==> src/rtl/wb_timeout_interconnect.sv <==
// Wishbone interconnect: decodes master accesses onto team designs, LA and GPIO, and holds a STATUS register.
// Any slave access that outlasts TIMEOUT_CYCLES is answered with ERR_DATA and recorded in STATUS.
module wb_timeout_interconnect #(
  parameter int          NUM_TEAMS      = 12,
  parameter int          TIMEOUT_CYCLES = 255,
  parameter logic [31:0] ERR_DATA       = 32'hDEAD_BEEF
) (
  input  logic                         wb_clk_i,
  input  logic                         wb_rst_i,
  input  logic                         wbs_cyc_i,
  input  logic                         wbs_stb_i,
  input  logic                         wbs_we_i,
  input  logic [31:0]                  wbs_adr_i,
  input  logic [31:0]                  wbs_dat_i,
  output logic                         wbs_ack_o,
  output logic [31:0]                  wbs_dat_o,
  output logic [NUM_TEAMS:0]           designs_stb,
  output logic                         la_control_stb,
  output logic                         gpio_control_stb,
  output logic [31:0]                  adr_truncated,
  output logic                         slave_we_o,
  output logic [31:0]                  slave_dat_o,
  input  logic [32*(NUM_TEAMS+1)-1:0]  designs_wbs_dat_o_flat,
  input  logic [31:0]                  la_control_dat_o,
  input  logic [31:0]                  gpio_control_dat_o,
  input  logic [NUM_TEAMS:0]           designs_ack_o,
  input  logic                         la_control_ack_o,
  input  logic                         gpio_control_ack_o,
  output logic                         timeout_irq
);

  localparam logic [1:0] ST_IDLE   = 2'd0;
  localparam logic [1:0] ST_ACTIVE = 2'd1;
  localparam logic [1:0] ST_RESP   = 2'd2;

  localparam logic [2:0] SEL_DESIGN = 3'd0;
  localparam logic [2:0] SEL_LA     = 3'd1;
  localparam logic [2:0] SEL_GPIO   = 3'd2;
  localparam logic [2:0] SEL_STATUS = 3'd3;
  localparam logic [2:0] SEL_UNMAP  = 3'd4;

  localparam logic [7:0] TGT_LA    = 8'hFD;
  localparam logic [7:0] TGT_GPIO  = 8'hFE;
  localparam logic [7:0] TGT_UNMAP = 8'hFF;

  logic [1:0]  state_q, state_d;
  logic [2:0]  sel_q, sel_d;
  logic [7:0]  tgt_q, tgt_d;
  logic [15:0] adr_q, adr_d;
  logic        we_q, we_d;
  logic [31:0] dat_q, dat_d;
  logic [15:0] cnt_q, cnt_d;
  logic [31:0] resp_q, resp_d;
  logic        sticky_q, sticky_d;
  logic [7:0]  last_q, last_d;
  logic [7:0]  tcount_q, tcount_d;

  logic [2:0]  dec_sel;
  logic [7:0]  dec_tgt;
  logic        sel_ack;
  logic [31:0] sel_dat;
  logic        active;
  logic [31:0] status_word;

  // Design 0 does not exist; its ack and data lanes are never looked at.
  logic unused_design0;
  assign unused_design0 = ^{designs_ack_o[0], designs_wbs_dat_o_flat[31:0]};

  always_comb begin
    dec_sel = SEL_UNMAP;
    dec_tgt = TGT_UNMAP;
    if (wbs_adr_i[31:24] == 8'h30 && wbs_adr_i[23:16] != 8'h00 &&
        {24'b0, wbs_adr_i[23:16]} <= 32'(NUM_TEAMS)) begin
      dec_sel = SEL_DESIGN;
      dec_tgt = wbs_adr_i[23:16];
    end else begin
      case (wbs_adr_i[31:16])
        16'h3100: begin dec_sel = SEL_LA;     dec_tgt = TGT_LA;    end
        16'h3200: begin dec_sel = SEL_GPIO;   dec_tgt = TGT_GPIO;  end
        16'h3300: begin dec_sel = SEL_STATUS; dec_tgt = TGT_UNMAP; end
        default:  ;
      endcase
    end
  end

  // Strobes follow cyc so an abort takes the slave off the bus in the same cycle.
  assign active = (state_q == ST_ACTIVE) && wbs_cyc_i;

  always_comb begin
    sel_ack          = 1'b0;
    sel_dat          = 32'h0;
    designs_stb      = '0;
    la_control_stb   = 1'b0;
    gpio_control_stb = 1'b0;
    case (sel_q)
      SEL_LA: begin
        sel_ack        = la_control_ack_o;
        sel_dat        = la_control_dat_o;
        la_control_stb = active;
      end
      SEL_GPIO: begin
        sel_ack          = gpio_control_ack_o;
        sel_dat          = gpio_control_dat_o;
        gpio_control_stb = active;
      end
      SEL_DESIGN: begin
        for (int i = 1; i <= NUM_TEAMS; i++) begin
          if (tgt_q == 8'(i)) begin
            sel_ack        = designs_ack_o[i];
            sel_dat        = designs_wbs_dat_o_flat[i*32 +: 32];
            designs_stb[i] = active;
          end
        end
      end
      default: ;
    endcase
  end

  assign status_word = {15'b0, sticky_q, last_q, tcount_q};

  always_comb begin
    state_d  = state_q;
    sel_d    = sel_q;
    tgt_d    = tgt_q;
    adr_d    = adr_q;
    we_d     = we_q;
    dat_d    = dat_q;
    cnt_d    = cnt_q;
    resp_d   = resp_q;
    sticky_d = sticky_q;
    last_d   = last_q;
    tcount_d = tcount_q;
    case (state_q)
      ST_IDLE: begin
        if (wbs_cyc_i && wbs_stb_i) begin
          sel_d = dec_sel;
          tgt_d = dec_tgt;
          adr_d = wbs_adr_i[15:0];
          we_d  = wbs_we_i;
          dat_d = wbs_dat_i;
          cnt_d = 16'h0;
          case (dec_sel)
            SEL_STATUS: begin
              state_d = ST_RESP;
              if (wbs_we_i) begin
                resp_d   = 32'h0;
                sticky_d = 1'b0;
                last_d   = 8'h00;
                tcount_d = 8'h00;
              end else begin
                resp_d = status_word;
              end
            end
            SEL_UNMAP: begin
              state_d  = ST_RESP;
              resp_d   = ERR_DATA;
              sticky_d = 1'b1;
              last_d   = TGT_UNMAP;
            end
            default: state_d = ST_ACTIVE;
          endcase
        end
      end
      ST_ACTIVE: begin
        // Abort beats ack, and ack beats timeout.
        if (!wbs_cyc_i) begin
          state_d = ST_IDLE;
        end else if (sel_ack) begin
          resp_d  = sel_dat;
          state_d = ST_RESP;
        end else if (cnt_q == 16'(TIMEOUT_CYCLES - 1)) begin
          resp_d   = ERR_DATA;
          sticky_d = 1'b1;
          last_d   = tgt_q;
          if (tcount_q != 8'hFF) tcount_d = tcount_q + 8'd1;
          state_d  = ST_RESP;
        end else begin
          cnt_d = cnt_q + 16'd1;
        end
      end
      default: state_d = ST_IDLE;
    endcase
  end

  always_ff @(posedge wb_clk_i or posedge wb_rst_i) begin
    if (wb_rst_i) begin
      state_q  <= ST_IDLE;
      sel_q    <= SEL_UNMAP;
      tgt_q    <= 8'h00;
      adr_q    <= 16'h0;
      we_q     <= 1'b0;
      dat_q    <= 32'h0;
      cnt_q    <= 16'h0;
      resp_q   <= 32'h0;
      sticky_q <= 1'b0;
      last_q   <= 8'h00;
      tcount_q <= 8'h00;
    end else begin
      state_q  <= state_d;
      sel_q    <= sel_d;
      tgt_q    <= tgt_d;
      adr_q    <= adr_d;
      we_q     <= we_d;
      dat_q    <= dat_d;
      cnt_q    <= cnt_d;
      resp_q   <= resp_d;
      sticky_q <= sticky_d;
      last_q   <= last_d;
      tcount_q <= tcount_d;
    end
  end

  assign wbs_ack_o     = (state_q == ST_RESP);
  assign wbs_dat_o     = (state_q == ST_RESP) ? resp_q : 32'h0;
  assign adr_truncated = {16'b0, adr_q};
  assign slave_we_o    = we_q;
  assign slave_dat_o   = dat_q;
  assign timeout_irq   = sticky_q;

endmodule

==> config.mk <==
export PLATFORM = sky130hd
export DESIGN_NAME = wb_timeout_interconnect
export DESIGN_NICKNAME = d
export VERILOG_FILES = /design/src/rtl/wb_timeout_interconnect.sv
export SDC_FILE = /design/constraint.sdc
export NUM_CORES = 1
export LEC_CHECK = 0
export CORE_AREA = 4 4 264 266
export DETAILED_ROUTE_END_ITERATION = 10
export DIE_AREA = 0 0 268 270
export HOLD_SLACK_MARGIN = 0.06
export PLACE_DENSITY = 0.46
export SYNTH_ARGS = -nofsm -noshare
export SYNTH_HDL_FRONTEND = slang
export SYNTH_SLANG_ARGS = --single-unit
export TNS_END_PERCENT = 20
==> constraint.sdc <==
create_clock -name wb_clk_i -period 4.3 [get_ports wb_clk_i]
set_input_delay 0.43 -clock wb_clk_i [delete_from_list [all_inputs] [get_ports wb_clk_i]]
set_output_delay 0.43 -clock wb_clk_i [all_outputs]
set_load 0.1 [all_outputs]
After elaboration in Yosys (flattened, before gate mapping)

Index checks and enable logic that the tools add are counted.

$add $sub $neg: 2
Order comparisons: 1
Eq/ne operators: 36
Mux-type cells: 85
Reductions and logical operators: 15

Operators by type and width:

| kind                                                            | number |
|---|---|
| 2-to-1 mux 32 bit                                               | 17 |
| case mux 32 bit (2 select lines)                                | 2 |
| 2-to-1 mux 8 bit                                                | 12 |
| case mux 32 bit (3 select lines)                                | 1 |
| 2-to-1 mux 16 bit                                               | 4 |
| equality test 16 x 14 -> 1 bit (second input constant)          | 3 |
| case mux 8 bit (2 select lines)                                 | 3 |
| equality test 8 x 4 -> 1 bit (second input constant)            | 5 |
| equality test 8 x 3 -> 1 bit (second input constant)            | 4 |
| case mux 16 bit (2 select lines)                                | 1 |
| 2-to-1 mux 1 bit                                                | 31 |
| 2-to-1 mux 17 bit                                               | 1 |
| adder 16 x 1 -> 16 bit (second input constant)                  | 1 |
| equality test 16 x 8 -> 1 bit (second input constant)           | 1 |
| equality test 8 x 2 -> 1 bit (second input constant)            | 2 |
| 2-to-1 mux 12 bit                                               | 1 |
| 2-to-1 mux 2 bit                                                | 5 |
| inequality test 2 bit (second input constant)                   | 5 |
| AND reduction 5 bit                                             | 2 |
| case mux 3 bit (3 select lines)                                 | 1 |
| adder 8 x 1 -> 8 bit (second input constant)                    | 1 |
| equality test 8 x 1 -> 1 bit (second input constant)            | 1 |
| equality test 8 x 6 -> 1 bit (second input constant)            | 1 |
| less-or-equal comparator 8 x 4 -> 1 bit (second input constant) | 1 |
| other kinds (24)                                                | 33 |

Flip-flop bits (word level): 127
Output and inout bits: 114
Word-level logic and storage cells: 150

Logic depth before layout (Yosys ltp)

Gate-level depths: netlist (run 1).

Word-level depth: 17
Depth in mapped cells: 12
Depth with buffers taken out: 9

Worst setup path after synthesis (run 1)

OpenSTA, ideal clock, no wires.

Path kind: reg2out
From: register tgt_q[1]
To: output designs_stb[11]
Arrival: 4252 ps
Slack: -382 ps
Cell stages (with the launch flop): 6
Path buffers: 3
Path through: dfrtp_1 clkbuf_1 clkbuf_1 buf_1 nand2_1 nor4_1

Word-level cells in the longest chain between the ends: 3

RTL lines:

| element                      | line | text |
|---|---|---|
| start, declared              | 48   | `logic [7:0] tgt_q, tgt_d;` |
| start signal, assigned       | 201  | `tgt_q <= tgt_d;` |
| equality test 8 x 4 -> 1 bit | 108  | `if (tgt_q == 8'(i)) begin` |
| 2-to-1 mux 1 bit             | 108  |  |
| 2-to-1 mux 12 bit            | 95   | `case (sel_q)` |
| end, declared                | 17   | `output logic [NUM_TEAMS:0] designs_stb,` |

Every way passes these cells.

Worst setup path in the final report (run 1)

From: register tgt_q[4]
To: register resp_q[17]

Word-level cells in the longest chain between the ends: 17
Elaborated cells between the ends (all ways): 43
Classes of those cells: eq/ne: 13; mux: 29; reduce/logical: 1

RTL lines:

| element                                                                                    | line | text |
|---|---|---|
| equality test 8 x 1 -> 1 bit                                                               | 108  |  |
| 2-to-1 mux 32 bit / 2-to-1 mux 1 bit (equally long branches) (12 in a row)                 | 108  |  |
| case mux 32 bit (3 select lines) / case mux 1 bit (3 select lines) (equally long branches) | 95   |  |
| 2-to-1 mux 32 bit                                                                          | 168  | `end else if (sel_ack) begin` |
| 2-to-1 mux 32 bit                                                                          | 166  | `if (!wbs_cyc_i) begin` |
| case mux 32 bit (2 select lines)                                                           | 133  | `case (state_q)` |
| end signal, assigned                                                                       | 206  | `resp_q <= resp_d;` |
| end, declared                                                                              | 53   | `logic [31:0] resp_q, resp_d;` |

Parallel ways exist; a longest one is shown, timed or not. The select of a mux whose other input is x is not followed.
A chain may end at the register's enable or synchronous reset.

==> qor.csv, run 1 <==
metric,value,unit
Worst slew margin,0.2924,
post-route minimum period,3.662,ns
Required @ worst endpoint,4.63,ns
number of nets with antenna violations after detailed routing,0,
first drt pass iteration count,7,
Max Fanout on Critical Path,49,
critical path data arrival time,3.99,ns
Cell Rows,95,
switching power,2.107,mW
most frequent cell after synthesis,nand2_1,
CTS root buf,clkbuf_16,
final std cells w/o fill,2765,
cell depth of the worst flop-to-flop path,8,
hold-critical path depth,2,
net switching fraction of the power,0.4071,
starting density of the core,0.1522,
hold worst-path end,adr_q[13],
hold_sp,adr_q[13],
number of flops mapped to enable cells by yosys,0,
placeable core area,67040,µm²
post-synthesis cell count,1285,
portion of the post-synthesis area used by sequential elements,0.3116,
clock sink total,127,
PostCTS Resize Cnt,0,
hold slack final,0.4737,ns
Leakage,6.954,nW
clk_lat worst skew,0.44,ns
average cell area after synthesis,7.940,µm²
Die Y-Extent,270,µm
global-route wire length before repair,100300,µm
Worst path max stage delay,0.68,ns
average routed wire per standard cell,26.76,µm
number of hold violations in the final report,0,
fraction of registers with async set or reset after synthesis,1.000,
cell accounting for the most synthesized area,dfrtp_1,
critical path startpoint category,flop,
CTS tree,yes,
Cell variety after synth,72,
predominant post-synthesis flop cell,dfrtp_1,
number of buffers created by CTS,17,
cell with the biggest individual delay on the critical path,or4_4,
maximum buffer depth of the clock tree,2,
Starting DRT DRC Count,894,
gp weighted congestion,0.8801,
actual transition at the worst max-transition pin,1.057,ns
Worst setup EP type,flop,
vias per inst,4.725,
R2R Path End,resp_q[17],
# setup viols final,0,
achievable frequency,0.2731,GHz
worst reg-to-reg setup slack,0.64,ns
Setup Total Neg Slack,0,ns
final WL,74000,µm
share of total power in the clock network,0.272,
Synth top cells by count,"nand2_1, dfrtp_1, o21ai_0, clkbuf_1, a21oi_1",
fraction of synthesized cell area taken by the top area cell type,0.3090,
Crit Path Category,reg -> reg,
maximum VDD drop,0.0002747,V
chip width,268,µm
DP Worst Slack,0.4724,ns
post-CTS setup buffer count,0,
Pwr per Cell Area,285.1,nW/µm²
count of hold buffers inserted by post-cts repair,0,
unrepaired setup endpoints after global routing,no,
Area Growth Syn to Fin,77.92,%
classification of the worst-slack hold path,reg -> reg,
crit share post-route,0.8515,
buffer and inverter count on the worst path,1,
GRT Total Usage,0.1934,
number of buffers added on ports,627,
post-synthesis cell area,10200,µm²
Final Net Count,2431,
setup clock skew after layout,0.01412,ns
via count of the first global-routing pass,13060,
DR vias,13060,
"Slew Viols, Final",0,
MaxCap Viol Count,0,
final worst-path setup slack,0.6384,ns
residual overflow from global routing,0,
die area,72360,µm²
chain of cells forming the critical path,or4_4 -> or3_4 -> o221a_4 -> o22a_1 -> o221ai_4 -> buf_4 -> nor2_1 -> a22o_1,
largest net degree at the start of global routing,71,
DRC violation count after routing,0,
synthesis-stage register bit count,127,
hpwl dp,61910,µm
family of cells with the greatest summed delay on the critical path,simple AND/OR/NAND/NOR gates,
Internal Power,3.069,mW
launch instance of the worst register-to-register path,tgt_q[4],
level count of the clock H-tree,4,
Worst-path clk slew,0.06,ns
number of antenna violations at the first check in global routing,29,
total number of yosys warnings,0,
Placed Cells,2718,
power consumption,5.176,mW
IO Pins,678,
status,completed,
Synth area leaders,"dfrtp_1, nand2_1, o21ai_0",
fraction of final layout cells sized beyond drive strength 1,0.1050,
sequential share of power,0.281,
portion of total power attributed to combinational logic,0.447,
[power groups by stage]
stage,logic (mW),clock network [mW],registers (mW)
after floorplan,0.845,0,1.93
after global placement,2.31,0,1.47
after detailed placement,2.32,0,1.47
after CTS,2.33,1.45,1.46
after global routing,2.42,1.49,1.47
final,2.31,1.41,1.46
[state kept, by name (all words and copies together), names as in the netlist]
signal	count
slave_we_o	1
slave_dat_o	32
sel_q	3
adr_q	16
resp_q	32
tgt_q	8
last_q	8
tcount_q	8
timeout_irq	1
cnt_q	16
state_q	2
[worst reg2reg max path: cells and delay by family (launching register included)]
kind            cells  cell delay (ns)
simple gates        3             1.51
compound gates      4             1.15
buf+inv             1             0.49
flops               1             0.41
[through the flow]
stage / util / instance area, µm²
2_1_floorplan: - / 10270
3_3_place_gp: 0.2619 / 17560
3_5_place_dp: 0.2619 / 17560
4_1_cts: 0.2702 / 18120
5_1_grt: 0.2705 / 18140
6_report: 0.2708 / 18150
[cells in the final DEF (no fill, tap or decap), drive strengths merged, types with 12 or more instances in the layout]
cell,Yosys,layout
o22ai,40,40
buf,37,95
a21oi,90,90
dfrtp,126,126
o221ai,13,13
clkbuf,95,26
nand2,215,215
mux2,37,37
nor3,28,28
o21ai,111,111
nor2,80,80
a222oi,16,16
mux4,14,14
conb,1,17
a22oi,45,45
o211ai,27,27
or3,12,12
a22o,39,39
and2,47,47
nand3,18,18
clkdlybuf4s50,0,581
diode,0,15
mux2i,38,38
[worst max-delay path by stage]
| stage | start | depth (start not counted) | endpoint |
|---|---|---|---|
| final | tgt_q[4] | 8 | resp_q[17] |
| after global routing | tgt_q[4] | 8 | resp_q[17] |
| after CTS | tgt_q[1] | 8 | resp_q[18] |
| after detailed placement | tgt_q[1] | 8 | resp_q[18] |
| after global placement | tgt_q[1] | 8 | resp_q[18] |
| after floorplan | tgt_q[4] | 5 | designs_stb[1] |
[area by class of cell]
| class | instances | area, µm² |
|---|---|---|
| Fill cell | 7290 | 48890 |
| Timing Repair Buffer | 676 | 6716 |
| Multi-Input combinational cell | 1030 | 6514 |
| Sequential cell | 127 | 3187 |
| Tap cell | 873 | 1092 |
| Clock buffer | 26 | 499.2 |
| Clock inverter | 6 | 60.06 |
| Inverter | 12 | 47.55 |
| Antenna cell | 15 | 37.54 |
[cell families after synthesis]
family                     after synthesis  synth area share
and+or+nand+nor                        459            0.2077
AOI/OAI and AO/OA                      457            0.3015
buffers and inverters                  144           0.06180
DFF                                    127            0.3116
muxes                                   89            0.1090
xor gates and xnor gates                 5          0.004292
adders and majority gates                3          0.003679
other                                    1         0.0003675
[layer usage]
metal | wire [µm] | GRT usage | share of wire
met3 | 6905 | 0.06550 | 0.093
met1 | 30350 | 0.2380 | 0.41
met4 | 1226 | 0.04536 | 0.017
met5 | 185 | 0 | 0.0025
met2 | 35330 | 0.3258 | 0.48
Power figures use the tool's default switching activity.
==> inputs of run 2 (changes only) <==
--- a/config.mk
+++ b/config.mk
@@ -5,11 +5,12 @@
 export SDC_FILE = /design/constraint.sdc
 export NUM_CORES = 1
 export LEC_CHECK = 0
-export CORE_AREA = 4 4 264 266
+export ABC_AREA = 1
+export CORE_AREA = 4 4 262 264
 export DETAILED_ROUTE_END_ITERATION = 10
-export DIE_AREA = 0 0 268 270
+export DIE_AREA = 0 0 266 268
 export HOLD_SLACK_MARGIN = 0.06
-export PLACE_DENSITY = 0.46
+export PLACE_DENSITY = 0.47
 export SYNTH_ARGS = -nofsm -noshare
 export SYNTH_HDL_FRONTEND = slang
 export SYNTH_SLANG_ARGS = --single-unit
==> run 2 against run 1 <==
Cell count is 21% higher. Final area is 3.1% higher. Sequential share of layout area is 0.57 points lower. Combinational power is 130% higher. Clock skew is 0.0034 ns lower.
==> qor.csv, run 2 <==
metric,value,unit,change
Cell variety after synth,41,,-43%
synthesis-stage register bit count,127,,unchanged
number of flops mapped to enable cells by yosys,0,,unchanged
Most Crowded Layer GR,met2,,
maximum buffer depth of the clock tree,2,,unchanged
achievable frequency,0.3000,GHz,+9.8%
final std cells w/o fill,3334,,+21%
DP Worst Slack,0.9300,ns,+0.4576 ns
filler cell count,7439,,+2.0%
fraction of registers with async set or reset after synthesis,1.000,,unchanged
largest net degree at the start of global routing,90,,+27%
Pwr per Cell Area,463.7,nW/µm²,+63%
DRC violation count after routing,0,,unchanged
final WL,73150,µm,-1.1%
"Slew Viols, Final",0,,unchanged
first drt pass iteration count,5,,-2
Internal Power,3.864,mW,+26%
MaxCap Viol Count,0,,unchanged
post-route minimum period,3.333,ns,-0.3281 ns
clock sink total,127,,unchanged
most frequent cell after synthesis,nand2_1,,
Synth area leaders,"dfrtp_1, nand2_1, nand3_1",,
net switching fraction of the power,0.5549,,+0.1478
hold_sp,slave_dat_o[7],,
"leading cell types in the layout, fill and taps excluded","nand2_1, clkdlybuf4s50_1, nand3_1",,
met1 track demand over resource in global routing,0.2429,,+0.004893
total number of yosys warnings,0,,unchanged
PostCTS Resize Cnt,0,,unchanged
setup clock skew after layout,0.01067,ns,-0.003447 ns
number of buffers added on ports,627,,unchanged
Worst slew margin,0.3083,,+0.01582
Final Net Count,3010,,+24%
Worst-path clk slew,0.06,ns,about the same
IO Pins,678,,unchanged
fraction of synthesized cell area taken by the top area cell type,0.2886,,-0.02042
Cell Rows,95,,unchanged
Die Y-Extent,268,µm,-0.74%
sequential share of power,0.217,,-0.064
residual overflow from global routing,0,,unchanged
number of hold violations in the final report,0,,unchanged
# setup viols final,0,,unchanged
Worst path max stage delay,0.83,ns,+0.15 ns
cell accounting for the most synthesized area,dfrtp_1,,
DR vias,14590,,+12%
final worst-path setup slack,0.9665,ns,+0.3281 ns
status,completed,,
CTS root buf,clkbuf_16,,
final cell area excluding filler cells,18720,µm²,+3.1%
placeable core area,66560,µm²,-0.71%
chain of cells forming the critical path,nor2_1 -> nand3_2 -> nor2_4 -> nand3_1 -> inv_1 -> nand2_1 -> nand3_1 -> o21ai_0 -> nand2_1 -> nand2_1 -> o21ai_1,,
critical path startpoint category,flop,,
global-route wire length before repair,102600,µm,+2.3%
level count of the clock H-tree,4,,unchanged
switching power,4.816,mW,+130%
critical path's most frequent cell,nand2_1,,
starting density of the core,0.1641,,+0.01193
Starting DRT DRC Count,966,,+8.1%
maximum VDD drop,0.0006105,V,+120%
actual transition at the worst max-transition pin,1.034,ns,-0.02233 ns
number of buffers created by CTS,17,,unchanged
post-synthesis cell area,10930,µm²,+7.1%
number of nets with antenna violations after detailed routing,0,,unchanged
vias per inst,4.375,,-7.4%
via count of the first global-routing pass,14830,,+14%
share of total power in the clock network,0.177,,-0.095
post-synthesis cell count,1870,,+46%
predominant post-synthesis flop cell,dfrtp_1,,
Leakage,8.494,nW,+22%
share of the core filled with cells,0.2812,,+0.01045
Area Growth Syn to Fin,71.35,%,
portion of the post-synthesis area used by sequential elements,0.2910,,-0.02059
met2 routing resource usage after global routing,0.3417,,+0.01590
post-CTS setup buffer count,0,,unchanged
fraction of final layout cells sized beyond drive strength 1,0.07003,,-0.03492
power consumption,8.680,mW,+68%
Worst setup EP type,flop,,
CTS tree,yes,,
number of antenna violations at the first check in global routing,9,,-69%
Placed Cells,3297,,+21%
crit share post-route,0.7752,,-0.07631
"leading cell type in the layout, fill and taps excluded",nand2_1,,
Setup Total Neg Slack,0,ns,unchanged
die area,71290,µm²,-1.5%
hpwl dp,59770,µm,-3.5%
clk_lat worst skew,0.46,ns,+0.02 ns
GRT Total Usage,0.1969,,+0.003461
average routed wire per standard cell,21.94,µm,-18%
critical path launch point,tgt_q[4],,
Required @ worst endpoint,4.68,ns,+0.05 ns
launch instance of the worst register-to-register path,tgt_q[4],,
hold slack final,0.4722,ns,-0.001441 ns
average cell area after synthesis,5.843,µm²,-26%
count of hold buffers inserted by post-cts repair,0,,unchanged
placed inst area,18090,µm²,+3.1%
Synth top cells by count,"nand2_1, nand3_1, nor2_1, inv_1, dfrtp_1",,
unrepaired setup endpoints after global routing,no,,
portion of total power attributed to combinational logic,0.606,,+0.159
Max Fanout on Critical Path,22,,-55%
Crit Path Category,reg -> reg,,
cell with the biggest individual delay on the critical path,inv_1,,
gp weighted congestion,0.9697,,+10%
classification of the worst-slack hold path,reg -> reg,,
chip width,266,µm,-0.75%
critical path data arrival time,3.71,ns,-0.28 ns
met3 Track Usage GR,0.05274,,-0.01276
-- run 2: changes by cell type after synthesis, moves of 37 or more --
cell     delta
inv_1     +139
a22o_1     -39
mux2_2     -37
nand3_1   +240
a22oi_1    -43
and2_1     -46
o22ai_1    -38
nor2_1    +159
mux2i_1    -38
nand4_1    +80
o21ai_0    -76
nand2_1   +450
-- run 2: routing by layer --
metal | share of wire | wire length, µm
met5 | 0.00053 | 39
met4 | 0.022 | 1622
met3 | 0.076 | 5555
met2 | 0.48 | 35050
met1 | 0.42 | 30880
-- run 2: worst paths after layout --
path                       cells past startpoint             end  slack (ns)
setup / recovery                              11      resp_q[29]        0.97
hold / removal                                 2  slave_dat_o[7]        0.47
setup reg to reg                              11      resp_q[29]        0.97
hold reg to reg                                2  slave_dat_o[7]        0.47
max in group asynchronous                      3      resp_q[25]        2.91
min in group asynchronous                      2        adr_q[6]        0.51
-- run 2: power groups by stage --
stage	combinational (mW)	clock (mW)	sequential, mW
6_report	5.26	1.54	1.88
5_1_grt	5.55	1.63	1.93
3_5_place_dp	5.28	0	1.89
3_3_place_gp	5.28	0	1.88
2_1_floorplan	2.09	0	3.38
4_1_cts	5.30	1.58	1.89
-- run 2: kinds of logic (layout without fill, tap and decap cells) --
logic type | Yosys count | count (layout) | share of synthesized area
AND/OR/NAND/NOR | 1326 | 1326 | 0.5284
buffers and inverters | 289 | 859 | 0.1114
flip-flops | 127 | 127 | 0.2910
AO/OA/AOI/OAI | 107 | 107 | 0.05176
XOR/XNOR | 17 | 17 | 0.01363
adder cells (fa/ha/maj) | 3 | 3 | 0.003436
other | 1 | 22 | 0.0003432
-- run 2: cell type report --
cell class	instances	area (µm²)	share of cell area
Antenna cell	5	12.51	0.0006684
Sequential cell	127	3179	0.1698
Tap cell	873	1092	0.05835
Clock buffer	19	452.9	0.02419
Inverter	166	625.6	0.03342
Multi-Input combinational cell	1470	6618	0.3535
Clock inverter	13	161.4	0.008622
Timing Repair Buffer	661	6579	0.3514
-- run 2: worst max-delay path: cells and delay by family (launching register included) --
| family | cells | cell delay, ns |
|---|---|---|
| flops | 1 | 0.38 |
| buf+inv | 1 | 0.83 |
| simple gates | 8 | 1.61 |
| compound gates | 2 | 0.43 |
